## src/rtl/conv_pkg.sv

```systemverilog
// Shared definitions for the convolution engine back end: default widths,
// the pooling FSM state type and the element type.
package conv_pkg;

    localparam int unsigned DEF_DATA_W = 16;
    localparam int unsigned DEF_DIM_W  = 4;
    localparam int unsigned MAX_DIM    = 2 ** DEF_DIM_W;

    typedef enum logic {
        S_IDLE,
        S_RUN
    } pool_state_e;

    typedef logic [DEF_DATA_W-1:0] elem_t;

endpackage

```

## src/rtl/pool_line_buf.sv

```systemverilog
// Line buffer for the 2x2 pooler: one partial result per column pair of the
// even input row. Synchronous write, combinational read, no reset (contents
// are always written before they are read within a frame).
module pool_line_buf #(
    parameter int unsigned DEPTH = 8,
    parameter int unsigned WIDTH = 16,
    parameter int unsigned IDX_W = 3
) (
    input  logic             clk,
    input  logic             we_i,
    input  logic [IDX_W-1:0] waddr_i,
    input  logic [WIDTH-1:0] wdata_i,
    input  logic [IDX_W-1:0] raddr_i,
    output logic [WIDTH-1:0] rdata_o
);

    logic [WIDTH-1:0] mem_q [DEPTH];

    // Store the completed even-row pair result.
    always_ff @(posedge clk) begin
        if (we_i) begin
            mem_q[waddr_i] <= wdata_i;
        end
    end

    assign rdata_o = mem_q[raddr_i];

endmodule

```

## src/rtl/maxpool2x2_stream.sv

```systemverilog
// 2x2 stride-2 pooling over a row-major element stream.
// Max pooling by default; define POOL_AVG_EN to switch to average pooling.
// Dimension inputs carry count minus one and are sampled on a frame's first beat.
module maxpool2x2_stream
    import conv_pkg::*;
#(
    parameter int unsigned DATA_W = DEF_DATA_W,
    parameter int unsigned DIM_W  = DEF_DIM_W
) (
    input  logic              clk,
    input  logic              rst_n,
    input  logic              in_valid_i,
    input  logic [DATA_W-1:0] in_data_i,
    input  logic [DIM_W-1:0]  in_rows_i,
    input  logic [DIM_W-1:0]  in_cols_i,
    output logic              out_valid_o,
    output logic [DATA_W-1:0] out_data_o,
    output logic              frame_done_o
);

    localparam int unsigned IdxW  = DIM_W - 1;
    localparam int unsigned Depth = 2 ** IdxW;
`ifdef POOL_AVG_EN
    localparam int unsigned LbW = DATA_W + 1;
`else
    localparam int unsigned LbW = DATA_W;
`endif

    pool_state_e       state_q, state_d;
    logic [DIM_W-1:0]  rows_q, rows_d;
    logic [DIM_W-1:0]  cols_q, cols_d;
    logic [DIM_W-1:0]  r_q, r_d;
    logic [DIM_W-1:0]  c_q, c_d;
    logic [DATA_W-1:0] h_q, h_d;
    logic              out_valid_q, out_valid_d;
    logic [DATA_W-1:0] out_data_q, out_data_d;
    logic              frame_done_q, frame_done_d;

    // Position and dimensions of the current beat; a beat in S_IDLE is (0,0)
    // of a new frame and uses the live dimension inputs.
    logic [DIM_W-1:0]  cur_r, cur_c, cur_rows, cur_cols;
    logic              last_r, last_c;
    logic              lb_we, emit;
    logic [IdxW-1:0]   lb_idx;
    logic [LbW-1:0]    lb_wdata, lb_rdata;
    logic [DATA_W-1:0] pooled;

    // Select beat coordinates and frame dimensions.
    always_comb begin
        cur_r    = r_q;
        cur_c    = c_q;
        cur_rows = rows_q;
        cur_cols = cols_q;
        if (state_q == S_IDLE) begin
            cur_r    = '0;
            cur_c    = '0;
            cur_rows = in_rows_i;
            cur_cols = in_cols_i;
        end
    end

    assign last_r = (cur_r == cur_rows);
    assign last_c = (cur_c == cur_cols);
    assign lb_idx = cur_c[DIM_W-1:1];

    // An odd c always closes a pair. An even row that is also the last row is
    // the trailing row of an odd-height frame and is discarded.
    assign lb_we = in_valid_i & cur_c[0] & ~cur_r[0] & ~last_r;
    assign emit  = in_valid_i & cur_c[0] & cur_r[0];

`ifdef POOL_AVG_EN
    logic [DATA_W+1:0] quad_sum;

    // Sum the pair into the line buffer and the full window at the output.
    always_comb begin
        lb_wdata = {1'b0, h_q} + {1'b0, in_data_i};
        quad_sum = {1'b0, lb_rdata} + {2'b00, h_q} + {2'b00, in_data_i};
        pooled   = quad_sum[DATA_W+1:2];
    end
`else
    logic [DATA_W-1:0] pair_max;

    // Unsigned max of the pair, then of the window.
    always_comb begin
        pair_max = (h_q > in_data_i) ? h_q : in_data_i;
        lb_wdata = pair_max;
        pooled   = (lb_rdata > pair_max) ? lb_rdata : pair_max;
    end
`endif

    pool_line_buf #(
        .DEPTH (Depth),
        .WIDTH (LbW),
        .IDX_W (IdxW)
    ) u_line_buf (
        .clk     (clk),
        .we_i    (lb_we),
        .waddr_i (lb_idx),
        .wdata_i (lb_wdata),
        .raddr_i (lb_idx),
        .rdata_o (lb_rdata)
    );

    // Next-state: frame FSM, counters, hold register and output strobes.
    always_comb begin
        state_d      = state_q;
        rows_d       = rows_q;
        cols_d       = cols_q;
        r_d          = r_q;
        c_d          = c_q;
        h_d          = h_q;
        out_valid_d  = 1'b0;
        out_data_d   = out_data_q;
        frame_done_d = 1'b0;

        if (in_valid_i) begin
            rows_d = cur_rows;
            cols_d = cur_cols;
            if (!cur_c[0]) begin
                h_d = in_data_i;
            end
            if (emit) begin
                out_valid_d = 1'b1;
                out_data_d  = pooled;
            end
            if (last_r && last_c) begin
                state_d      = S_IDLE;
                r_d          = '0;
                c_d          = '0;
                frame_done_d = 1'b1;
            end else begin
                state_d = S_RUN;
                if (last_c) begin
                    c_d = '0;
                    r_d = cur_r + 1'b1;
                end else begin
                    c_d = cur_c + 1'b1;
                    r_d = cur_r;
                end
            end
        end
    end

    // State and output registers; reset aborts any frame in progress.
    always_ff @(posedge clk or negedge rst_n) begin
        if (!rst_n) begin
            state_q      <= S_IDLE;
            rows_q       <= '0;
            cols_q       <= '0;
            r_q          <= '0;
            c_q          <= '0;
            h_q          <= '0;
            out_valid_q  <= 1'b0;
            out_data_q   <= '0;
            frame_done_q <= 1'b0;
        end else begin
            state_q      <= state_d;
            rows_q       <= rows_d;
            cols_q       <= cols_d;
            r_q          <= r_d;
            c_q          <= c_d;
            h_q          <= h_d;
            out_valid_q  <= out_valid_d;
            out_data_q   <= out_data_d;
            frame_done_q <= frame_done_d;
        end
    end

    assign out_valid_o  = out_valid_q;
    assign out_data_o   = out_data_q;
    assign frame_done_o = frame_done_q;

endmodule

```

## config.mk

```make
export PLATFORM = sky130hd
export DESIGN_NAME = maxpool2x2_stream
export DESIGN_NICKNAME = d
export VERILOG_FILES = /design/src/rtl/conv_pkg.sv /design/src/rtl/pool_line_buf.sv /design/src/rtl/maxpool2x2_stream.sv
export SDC_FILE = /design/constraint.sdc
export NUM_CORES = 1
export LEC_CHECK = 0
export BUFFER_PORTS_ARGS = -buffer_cell sky130_fd_sc_hd__buf_2
export CAP_MARGIN = 20
export CORE_MARGIN = 1.5
export CORE_UTILIZATION = 45
export CTS_BUF_LIST = sky130_fd_sc_hd__clkbuf_4
export CTS_CLUSTER_DIAMETER = 100
export DETAILED_ROUTE_END_ITERATION = 16
export SLEW_MARGIN = 5
export SYNTH_ARGS = -nofsm -noshare
export SYNTH_HDL_FRONTEND = slang
export SYNTH_SLANG_ARGS = --single-unit
```

## constraint.sdc

```tcl
create_clock -name clk -period 3.6 [get_ports clk]
set_input_delay 0.72 -clock clk [delete_from_list [all_inputs] [get_ports clk]]
set_output_delay 0.72 -clock clk [all_outputs]
set_load 0.05 [all_outputs]
```

======== Word-level counts from Yosys, hierarchy flattened ========
Memory sizes are Yosys's and may differ from the RTL's.
Index checks and enable logic that the tools add are counted.
cells by class
  equality and inequality tests ........... 2
  multipliers ............................. 0
  mux-type cells .......................... 17
  $lt $le $gt $ge ......................... 2
  div/mod/pow operators ................... 0
  shift operators ......................... 0
  reductions and logical operators ........ 3
  bitwise operators ....................... 7
  add/sub/neg operators ................... 2
operator list
  kind                                                           number
  16-bit greater-than comparator                                 2
  16-bit two-way mux                                             2
  4-bit two-way mux                                              8
  4-bit by 1-bit adder with 4-bit output, second input constant  2
  4-bit equality test                                            2
  1-bit two-way mux                                              7
  1-bit AND                                                      4
  2-bit AND reduction                                            2
  1-bit NOT                                                      3
  1-bit logical AND                                              1
storage, ports and cells
  register bits ........................... 51
  output and inout bits ................... 18
  memories ................................ 1
  bits in latches ......................... 0
  RAM bits ................................ 128
  ROM bits ................................ 0
  input port bits ......................... 27
memories
  memory            words  width  rd ports  clocked after Yosys merged registers in  wr ports  RTL line             source
  u_line_buf.mem_q  8      16     1         0                                        1         pool_line_buf.sv:17  logic [WIDTH-1:0] mem_q [DEPTH];

======== Longest topological paths before layout ========
  depth after elaboration ................. 6
  depth in mapped cells ................... 18
  gate-level depth less buffers ........... 15

======== Modules after synthesis ========
Synthesis repeated with hierarchy kept, for this count alone.
second synthesis, totals
  cells, all modules ...................... 592
  area total of the unflattened synthesis .. 8734.6 um2
by module, submodules not included
  module             seq. area each (um2)  times used  area each (um2)  cells each
  pool_line_buf      3843.7                1           4973.5           198
  maxpool2x2_stream  1276.2                1           3761.1           394

======== Worst setup path before layout ========
OpenSTA, ideal clock, no wires.
  path type ............................... input-to-reg
  start point ............................. input in_data_i[15]
  end point ............................... register out_data_q[11], in the netlist out_data_o[11]
  required time ........................... 3.454 ns
  buffers on the path ..................... 3
  stages .................................. 17
  slack ................................... -0.519 ns
  data arrival time ....................... 3.974 ns
  setup time .............................. 0.146 ns
  cells stage by stage .................... inv_1 ha_1 nand4_2 nor4_2 o21ai_1 a31oi_4 buf_8 mux2i_1 ha_1 nand4_1 nor3_1 a21boi_0 o31a_1 nand2b_1 clkbuf_1 buf_2 o221ai_1
on the way
  longest elaborated chain between the ends .. 4
RTL lines
  item                            RTL line                  source
  from (decl)                     maxpool2x2_stream.sv:13   input logic [DATA_W-1:0] in_data_i,
  16-bit greater-than comparator  maxpool2x2_stream.sv:85   pair_max = (h_q > in_data_i) ? h_q : in_data_i;
  16-bit two-way mux (*)          maxpool2x2_stream.sv:85
  16-bit greater-than comparator  maxpool2x2_stream.sv:87   pooled = (lb_rdata > pair_max) ? lb_rdata : pair_max;
  16-bit two-way mux (*)          maxpool2x2_stream.sv:87
  to (signal assigned)            maxpool2x2_stream.sv:164  out_data_q <= out_data_d;
  to (decl)                       maxpool2x2_stream.sv:36   logic [DATA_W-1:0] out_data_q, out_data_d;
Every way passes the cells marked *; elsewhere a longest branch is shown, timed or not.
A chain may end at the register's enable or synchronous reset.

======== Worst setup path after layout ========
  start point ............................. register h_q[15]
  end point ............................... register out_data_q[10], in the netlist out_data_o[10]
on the way
  longest elaborated chain between the ends .. 4
RTL lines
  item                            RTL line                  source
  from (decl)                     maxpool2x2_stream.sv:34   logic [DATA_W-1:0] h_q, h_d;
  from (signal assigned)          maxpool2x2_stream.sv:152  h_q <= '0;
  from (signal assigned)          maxpool2x2_stream.sv:162  h_q <= h_d;
  16-bit greater-than comparator  maxpool2x2_stream.sv:85
  16-bit two-way mux (*)          maxpool2x2_stream.sv:85
  16-bit greater-than comparator  maxpool2x2_stream.sv:87
  16-bit two-way mux (*)          maxpool2x2_stream.sv:87
Marks and branches as above.

==> results_dict.tcl <==
set metrics [dict create \
    status "finished, violations left" \
    violations "setup timing" \
    setup_violations 15 \
    layout-drive-gt1-share 0.341 \
    cts_sinks 179 \
    wl_per_cell_um 19.4 \
    cts_root_buf "clkbuf_4" \
    ioPinCount 45 \
    post-route-util 0.581 \
    fin_hold_ws_ps 198 \
    worst_slew_pin_slew_ps 794 \
    die_y_um 136 \
    leakage_nw 3.98 \
    worstSetupEndpointType "flip-flop" \
    core_area_um2 17300 \
    hold_violations 0 \
    drv_cap 0 \
    yosys_warnings 0 \
    synth.distinct_cells 49 \
    clk_pin_slew_worst_paths_ps 160 \
    synthCells 624 \
    path_class "flip-flop to flip-flop" \
    placed_area_um2 9310 \
    clock_tree.buffer_depth 2 \
    multi_input_area_um2 3040 \
    ff2ff_setup_slack_ps -70 \
    peakVddDrop_mv 0.484 \
    slew_viol_final 0 \
    synth_ff_type "edfxtp_1" \
    syn_nets 685 \
    drt_iter0_drc 463 \
    fin_area_um2 10100 \
    final_common_cell "edfxtp_1" \
    cts_tree "built" \
    grt_max_degree 36 \
    dieArea_um2 18500 \
    grt_pass1_wl_um 30300 \
    powerDensity_nw_per_um2 841 \
    antenna_found_initial 1 \
    async_reset_ff_frac 0.285 \
    fp.dieW_um 136 \
    routed_wirelength_um 19500 \
    final_cell_mix "128 x edfxtp_1, 94 x buf_4, 69 x nand2_1, 47 x inv_1, 47 x dfrtp_1" \
    period_needed_ps 3670 \
    min_path_type "input port to asynchronous set/reset pin" \
    grt_pass1_vias 5617 \
    fin_nets 826 \
    synth_area_leaders "edfxtp_1 48%, dfrtp_1 16%, ha_1 5.4%, nand2_1 3.4%, mux2i_1 2.9%" \
    fin_tns_setup_ps -518 \
    min_period_over_period 1.02 \
    seqCellArea_um2 5120 \
    fmax_mhz 273 \
    rows 48 \
    rsz0062_at_grt "true" \
    synth.avg_cell_area_um2 12.7 \
    cts_buffers 17 \
    finalClockSkew_ps 25.6 \
    cp-start-kind "flip-flop" \
    io_buffers 44 \
    power_mw 8.45 \
    grtUsageTotal 0.221 \
    final_antenna_net_count 0 \
    synth_top_cell_area_share 0.483 \
    vias 5592 \
    hpwl_um 13700 \
    drt_drc_violations_left 0 \
    crit_path_max_fanout 8 \
    n_fill_cell 1348 \
    yosys.area.top_type "edfxtp_1" \
    htree_levels 4 \
    arrival_ps 4140 \
    cts_hold_buf 0 \
    yosysSeqAreaShare 0.644 \
    start_util 0.460 \
    reg2reg_to "out_data_o[10]" \
    r2r_cells 16 \
    synth_edf_count 128 \
    relSlewSlack 0.471 \
    viasPerCell 5.56 \
    critPathRequiredTime_ps 4070 \
    syn-cell-area_um2 7950 \
    dr.pass1.iters 6 \
    area_delta_synth_final_pct 26.4 \
    gp_congestion 0.833 \
    ys_ff_latch 179 \
    finalWorstSetupSlack_ps -68.8 \
    clock_latency_ps 580 \
    grt-ovfl-total 0 \
    r2r-start "h_q[15]" \
]
[worst max-delay path by stage]
stage | start | endpoint | slack [ps] | depth (start not counted)
final | h_q[15] | out_data_o[10] | -70 | 16
after global routing | h_q[15] | out_data_o[9] | -250 | 17
after detailed placement | in_data_i[9] | out_data_o[5] | -520 | 16
after global placement | in_data_i[9] | out_data_o[4] | -410 | 16
after CTS | h_q[12] | out_data_o[0] | -1 | 15
after floorplan | in_data_i[9] | out_data_o[9] | -250 | 17
[stage by stage]
| step | setup slack [ps] | cells |
|---|---|---|
| 2_1_floorplan | -253 | 624 |
| 6_report | -68.8 | 1005 |
| 4_1_cts | -1.12 | 998 |
| 3_3_place_gp | -406 | 952 |
| 5_1_grt | -246 | 1005 |
| 3_5_place_dp | -525 | 952 |
[cells by family after synthesis]
group / count (synthesis) / share of synthesized area
xor gates and xnor gates: 9 / 0.00991
muxes: 33 / 0.0431
DFF: 179 / 0.644
AOI/OAI and AO/OA: 135 / 0.119
buffers and inverters: 80 / 0.0403
adders and majority gates: 34 / 0.0535
and+or+nand+nor: 154 / 0.0899
[critical path, cell delays in order (launching register included)]
cell and delay, ps:
dfrtp_1 450, ha_4 300, nand4_4 130, nor4_4 320
o21ai_2 110, a31oi_4 270, buf_12 210, mux2i_4 310
ha_4 250, a21oi_2 130, o21a_1 160, o221ai_2 100
o31a_1 360, buf_4 160, buf_6 110, nand3_2 60
o211ai_1 90
[cell type report]
cell class | instances | area share
diodes | 2 | 0.000498
clock buffers | 17 | 0.0127
clock inverters | 15 | 0.0172
inverters | 54 | 0.0219
multi-input cells | 366 | 0.303
flip-flops and latches | 179 | 0.510
well taps | 225 | 0.0280
repair buffers | 147 | 0.107
[synthesized netlist by cell type, types with 2 or more instances]
library cell	count
a32oi_1	2
a22oi_1	28
inv_1	52
o2bb2ai_1	3
nand4_1	6
xor2_1	2
dfrtp_1	51
a21boi_0	2
clkbuf_1	17
a222oi_1	10
clkinv_1	2
o31ai_1	2
mux2i_1	23
a21oi_1	26
edfxtp_1	128
a211oi_1	7
xnor2_1	7
a21o_1	2
o221ai_1	14
nand3_1	22
mux2_2	10
nor2_1	23
buf_2	7
nor3_1	9
o21ai_0	26
nand2b_1	4
nor4_1	4
nor2b_1	3
nand2_1	71
o211ai_1	5
ha_1	34
and2_1	5
[power breakdown]
part / internal (mW) / total, mW / switching, mW
combinational: 1.87 / 4.32 / 2.45
clock: 0.377 / 1.14 / 0.761
sequential: 2.75 / 3.00 / 0.247
[timing repair]
action	in CTS	in global routing
pin swaps	6	17
setup buffers	12	5
endpoints found under the setup margin	16	16
cloned	2	0
resized for setup	14	38
[per-layer routing]
metal,vias to the layer above,global-route usage,share of wire
met5,-,0,0
met4,0,0.0715,0.018
met3,30,0.0444,0.048
met2,167,0.358,0.48
met1,2770,0.300,0.45
li1,2625,-,-
[state kept, by name (all words and copies together), names as in the netlist]
name and cells:
c_q 4, cols_q 4, out_data_o 16, out_valid_o 1, state_q 1, h_q 16, u_line_buf.mem_q 128, rows_q 4
r_q 4, frame_done_o 1
Note: power is estimated with default switching activity, not from simulation.
